**src/rtl/module23_stream_rx.sv**
```systemverilog
// rtl/module23_stream_rx.sv - Module23 stream receiver: ready/valid word FIFO with XOR checksum and word counter
module module23_stream_rx #(
    parameter int Width    = 10,
    parameter int Depth    = 4,
    parameter int TagWidth = 2
) (
    input  logic                       i_clk,
    input  logic                       i_rst,
    input  logic                       i_valid,
    output logic                       o_ready,
    input  logic [Width-1:0]           i_data,
`ifdef DEFINE_A
    input  logic [TagWidth-1:0]        i_tag,
    output logic [TagWidth-1:0]        o_tag,
`endif
    output logic                       o_valid,
    input  logic                       i_ready,
    output logic [Width-1:0]           o_data,
    output logic [$clog2(Depth+1)-1:0] o_count,
    input  logic                       i_clear,
    output logic [Width-1:0]           o_checksum,
    output logic [15:0]                o_words
);
    localparam int CW = $clog2(Depth + 1);
    localparam int PW = $clog2(Depth);

    logic [Width-1:0] mem_q [Depth];
    logic [Width-1:0] mem_d [Depth];
    logic [PW-1:0]    wr_ptr_q, wr_ptr_d;
    logic [PW-1:0]    rd_ptr_q, rd_ptr_d;
    logic [CW-1:0]    count_q, count_d;
    logic [Width-1:0] checksum_q, checksum_d;
    logic [15:0]      words_q, words_d;
    logic             push, pop;

`ifdef DEFINE_A
    logic [TagWidth-1:0] tag_mem_q [Depth];
    logic [TagWidth-1:0] tag_mem_d [Depth];
`endif

    // Ready depends on occupancy only, so a full FIFO refuses even when a pop is pending.
    assign o_ready    = (count_q != CW'(Depth));
    assign o_valid    = (count_q != '0);
    assign o_data     = mem_q[rd_ptr_q];
    assign o_count    = count_q;
    assign o_checksum = checksum_q;
    assign o_words    = words_q;
    assign push       = i_valid && o_ready;
    assign pop        = o_valid && i_ready;

`ifdef DEFINE_A
    assign o_tag = tag_mem_q[rd_ptr_q];
`endif

    always_comb begin
        mem_d      = mem_q;
        wr_ptr_d   = wr_ptr_q;
        rd_ptr_d   = rd_ptr_q;
        count_d    = count_q;
        checksum_d = checksum_q;
        words_d    = words_q;
`ifdef DEFINE_A
        tag_mem_d  = tag_mem_q;
`endif
        if (push) begin
            mem_d[wr_ptr_q] = i_data;
`ifdef DEFINE_A
            tag_mem_d[wr_ptr_q] = i_tag;
`endif
            wr_ptr_d = wr_ptr_q + PW'(1);
        end
        if (pop) begin
            rd_ptr_d = rd_ptr_q + PW'(1);
        end
        case ({push, pop})
            2'b10:   count_d = count_q + CW'(1);
            2'b01:   count_d = count_q - CW'(1);
            default: count_d = count_q;
        endcase
        // Clear takes priority: a push on the clearing edge is not counted.
        if (i_clear) begin
            checksum_d = '0;
            words_d    = '0;
        end else if (push) begin
            checksum_d = checksum_q ^ i_data;
            if (words_q != 16'hFFFF) begin
                words_d = words_q + 16'd1;
            end
        end
    end

    always_ff @(posedge i_clk or negedge i_rst) begin
        if (!i_rst) begin
            for (int i = 0; i < Depth; i++) begin
                mem_q[i] <= '0;
`ifdef DEFINE_A
                tag_mem_q[i] <= '0;
`endif
            end
            wr_ptr_q   <= '0;
            rd_ptr_q   <= '0;
            count_q    <= '0;
            checksum_q <= '0;
            words_q    <= '0;
        end else begin
            mem_q      <= mem_d;
`ifdef DEFINE_A
            tag_mem_q  <= tag_mem_d;
`endif
            wr_ptr_q   <= wr_ptr_d;
            rd_ptr_q   <= rd_ptr_d;
            count_q    <= count_d;
            checksum_q <= checksum_d;
            words_q    <= words_d;
        end
    end
endmodule

```
**config.mk**
```make
export PLATFORM = sky130hd
export DESIGN_NAME = module23_stream_rx
export DESIGN_NICKNAME = d
export VERILOG_FILES = /design/src/rtl/module23_stream_rx.sv
export SDC_FILE = /design/constraint.sdc
export NUM_CORES = 1
export LEC_CHECK = 0
export ABC_AREA = 1
export BUFFER_PORTS_ARGS = -buffer_cell sky130_fd_sc_hd__buf_2
export CORE_MARGIN = 2
export CORE_UTILIZATION = 55
export CTS_BUF_LIST = sky130_fd_sc_hd__clkbuf_4 sky130_fd_sc_hd__clkbuf_8
export DETAILED_ROUTE_END_ITERATION = 12
export MAX_ROUTING_LAYER = met4
export PLACE_DENSITY = 0.78
export SYNTH_ARGS = -nofsm -noshare
export SYNTH_HDL_FRONTEND = slang
export SYNTH_SLANG_ARGS = --single-unit
```
**constraint.sdc**
```tcl
create_clock -name i_clk -period 3.6 [get_ports i_clk]
set_input_delay 0.72 -clock i_clk [delete_from_list [all_inputs] [get_ports i_clk]]
set_output_delay 0.72 -clock i_clk [all_outputs]
set_load 0.05 [all_outputs]
```
After elaboration in Yosys (flattened, before gate mapping)
Cells that the tools add are included.
Word-level totals
  register bits: 73
  input bits: 15
  output and inout port bits: 41
  word-level logic and storage cells: 44
Cells by class
  reductions and logical operators: 8
  muxes and demuxes: 12
  order comparisons: 3
  bitwise operators: 3
  $add $sub $neg: 5
  equality and inequality tests: 4
Operator list (count)
  $mux W10: 5
  $mux W16: 3
  $bwmux W40: 1
  $bmux W10 S2: 1
  $demux W10 S2: 1
  $add A16 B1 Y16 const B: 1
  $ne A16 B16 Y1 const B: 1
  $xor A10 B10 Y10: 1
  $ge A3 B3 Y1 const B: 2
  $not A2 Y3: 2
  $pmux W3 S2: 1
  $reduce_bool A2 Y1: 3
  $add A2 B1 Y2 const B: 2
  $add A3 B1 Y3 const B: 1
  $logic_and A1 B1 Y1: 3
  $lt A3 B1 Y1 const B: 1
  $ne A3 B3 Y1 const B: 1
  $reduce_bool A3 Y1: 1
  $sub A3 B1 Y3 const B: 1
  $eq A2 B1 Y1 const B: 1
  $eq A2 B2 Y1 const B: 1
  $reduce_and A2 Y1: 1

Logic depth before layout (Yosys ltp)
  depth after elaboration: 6
  gate-level depth with buffers: 10

Least setup slack after synthesis
No wires, ideal clock.
  kind: register -> register
  start: register count_q[1], in the netlist o_count[1]
  end: register count_q[2], in the netlist o_count[2]
  required time: 3.469 ns
  cell stages (with the launch flop): 10
  period minus slack after synthesis: 2.537 ns
  arrival time: 2.406 ns
  setup slack: 1.063 ns
  path through: dfrtp_1 -> inv_1 -> nand3_1 -> and2_1 -> ha_1 -> inv_1 -> fa_1 -> a21oi_1 -> o21ai_0 -> xor2_1
On the way
  word-level cells in the longest chain between the ends: 4
  elaborated cells between the ends (all ways): 10
RTL lines
  from (decl): RTL line 31  | logic [CW-1:0] count_q, count_d;
  from (signal assigned): RTL line 112  | count_q <= count_d;
  $reduce_bool A3 Y1 (*): RTL line 43  | assign o_valid = (count_q != '0);
  net o_valid: RTL line 16  | output logic o_valid,
  $logic_and A1 B1 Y1 (*): RTL line 49  | assign pop = o_valid && i_ready;
  net pop: RTL line 34  | logic push, pop;
  $eq A2 B1 Y1 or $eq A2 B2 Y1 (tied branches): RTL line 75  | case ({push, pop})
  $pmux W3 S2 or $reduce_bool A2 Y1 (tied branches)
Mark *: on every way through the listed nets, which the timed path passes. The rest lies on a longest branch.
A chain may end at the register's enable or synchronous reset.

Worst setup path in the final report
  start: register rd_ptr_q[0]
  end: output o_data[3]
On the way
  word-level cells in the longest chain between the ends: 4
RTL lines
  from (decl): RTL line 30  | logic [PW-1:0] rd_ptr_q, rd_ptr_d;
  from (signal assigned): RTL line 111  | rd_ptr_q <= rd_ptr_d;
  $not A2 Y3 (not written as such): RTL line 44  | assign o_data = mem_q[rd_ptr_q];
  $bmux W10 S2: RTL line 44
  $mux W10 (not written as such) (2 in series): RTL line 44
  to (decl): RTL line 18  | output logic [Width-1:0] o_data,
Every way passes these cells. The select of a mux whose other input is x is not followed.

==> reports/qor.yml <==
diodes: 0
period_share_pct: 80.66
drive_gt1_share_pct: 19.48
die-height_um: 85.11
synth_area_um2: 3618
synth.distinct_cells: 30
fin_skew_ns: 0.004295
worstHoldStart: "mem_q[24]$_DFFE_PN0P_"
via_per_inst: 5.337
synthCells: 443
hold_class: "reg -> reg"
wire_per_inst_um: 13.49
root_buffer: "clkbuf_8"
grt_usage_pct: 23.87
ctsHoldBuffers: 0
arrival_ns: 2.18
clock_latency_ns: 0.36
cts-htree-levels: 3
dp.cells: 559
relSlewSlack_pct: 36.57
grt_pass1_vias: 2913
io_buffers: 55
period_needed_ns: 2.904
first_pass_iters: 4
r2r_start: "o_count[1]$_DFFE_PN0P_"
drtAntennaViolNets: 0
rr_worst_depth: 9
wirelength_mm: 7.755
synth_area_leaders: "dfrtp_1, nand2_1, o21ai_0, nor2_1, inv_1"
tns_ns: 0
place_hpwl_mm: 5.432
clock_path_buffers: 2
synth_top_area_cell: "dfrtp_1"
yosys_warnings: 0
crit_fanout: 23
areaGrowthSynthToFinish_pct: 15.59
r2r-end: "o_count[2]$_DFFE_PN0P_"
boundaryPins: 56
hold_viol_final: 0
grt_pass1_wl_mm: 13.34
drtIter0Drc: 137
grt.overflow.total: 0
antenna_found_initial: 0
grt_setup_unrepaired: "false"
r2r_slack_ns: 1.47
initial_core_util_pct: 56.99
die-area_um2: 7244
clock.fmax_mhz: 344.4
power.leakage_nw: 2.060
ir_drop_mv: 0.6330
synth_top_area_share_pct: 50.48
layout_setup_ws_ns: 0.6963
cp-start-kind: "register"
grt_start_max_net_pins: 44
outcome: "complete, no violations"
setup_viol: 0
syn_nets: 465
max-cap-violations: 0
pre_cts_ws_ns: 1.151
post_cts_buffers: 0
num_vias: 3069
tightest_slew_ns: 0.9515
cts_sinks: 73
cts_inserted_buffers: 9
ys_seq_area_share_pct: 50.48
die_x_um: 85.11
cts_tree: "done"
whs_endpoint: "mem_q[24]$_DFFE_PN0P_"
clkTransAtPathRegs_ns: 0.08
ys_seq_elements: 73
core_um2: 6350
rows: 29
gp_congestion: 0.7810
critPathCaptureType: "output port"
instances_no_fill: 575
avgSynthCellArea_um2: 8.168
maxSlewViolCount: 0
finalNetCount: 515
hold_path_depth: 2
worst_ep_required_time_ns: 2.88
path_class: "reg -> out"
p_per_area_nw_per_um2: 873.0
cts_resized: 0
drcViolationCount: 0
[worst max-delay path by stage]
stage,from,to,slack (ns),cells past startpoint
floorplan,o_count[1]$_DFFE_PN0P_,o_count[2]$_DFFE_PN0P_,1.06,9
global placement,rd_ptr_q[0]$_DFFE_PN0P_,o_data[3],1.28,4
detailed placement,rd_ptr_q[0]$_DFFE_PN0P_,o_data[2],1.15,4
CTS,rd_ptr_q[0]$_DFFE_PN0P_,o_data[3],0.69,4
global route,rd_ptr_q[0]$_DFFE_PN0P_,o_data[3],0.48,4
finish,rd_ptr_q[0]$_DFFE_PN0P_,o_data[3],0.70,4
[cell type report]
| cell class | count | area, µm² |
|---|---|---|
| inverters | 43 | 161.4 |
| clock inverters | 7 | 141.4 |
| repair buffers | 57 | 290.3 |
| well taps | 77 | 96.34 |
| flip-flops and latches | 73 | 1827 |
| fillers | 552 | 2167 |
| multi-input cells | 309 | 1543 |
| clock buffers | 9 | 123.9 |
[cells in the final DEF, fill, tap and decap left out, types with 4 or more instances in the layout]
cell	netlist	routed
buf_2	6	55
bufinv_16	0	4
clkbuf_8	0	9
dfrtp_1	73	73
ha_1	6	6
inv_1	37	37
inv_2	6	6
nand2_1	110	110
nand2_2	4	4
nand3_1	11	11
nand4_1	4	4
nor2_1	42	42
nor3_1	10	10
o21ai_0	65	65
o21ai_1	16	16
o21ai_2	4	4
o22ai_1	10	10
xor2_1	8	8
[per-layer routing]
layer	wire, µm	vias to the layer above	GRT usage, %
met5	0	-	-
met1	3550	1464	30.24
li1	-	1529	-
met3	281	13	3.502
met2	3776	63	38.85
met4	146	0	9.380
[flip-flops by register name (all words and copies together) (netlist names)]
register	cells
mem_q	40
o_words	16
o_checksum	10
o_count	3
rd_ptr_q	2
wr_ptr_q	2
[worst max-delay path: stages (launching register included)]
cell and delay (ns):
dfrtp_1 0.74, inv_1 0.42, o21ai_0 0.30, o22ai_1 0.13
buf_2 0.23
[power by group]
group	internal [mW]	switching, mW
Clock	0.531	0.322
Combinational	0.401	1.11
Sequential	1.09	0.197
Total	2.02	1.63
[Yosys cell counts]
cell and count:
nand2_1 110, dfrtp_1 73, o21ai_0 65, nor2_1 42, inv_1 37, o21ai_1 16
nand3_1 11, nor3_1 10, o22ai_1 10, clkbuf_1 9, xor2_1 8, buf_2 6
ha_1 6, inv_2 6, nand2_2 4, nand4_1 4, o21ai_2 4, nand3_2 3
nor2_2 3, o21bai_1 3, xnor2_1 3, nor2_4 2, a21oi_1 1, and2_1 1
buf_1 1, buf_8 1, clkbuf_2 1, fa_1 1, nand2_4 1, or2_2 1
[metrics by stage]
step	total power [mW]	hold slack [ns]	utilization, %	area (µm²)
6_report	3.652	0.4834	65.87	4183
5_1_grt	3.891	0.5086	65.87	4183
4_1_cts	3.668	0.4867	65.87	4183
3_5_place_dp	2.813	0.4682	61.69	3918
3_3_place_gp	2.766	0.4608	61.69	3918
2_1_floorplan	2.480	0.4244	-	3618
[cell families (layout without fill, tap and decap cells)]
| family | count (synthesis) | in the layout | share of synthesized area (%) |
|---|---|---|---|
| xor+xnor | 11 | 11 | 2.663 |
| simple gates | 192 | 192 | 22.68 |
| compound gates | 99 | 99 | 14.66 |
| flops | 73 | 73 | 50.48 |
| buf+inv | 61 | 116 | 6.881 |
| fa+ha+maj | 7 | 7 | 2.628 |
No activity file was read; power rests on OpenSTA's default activity.
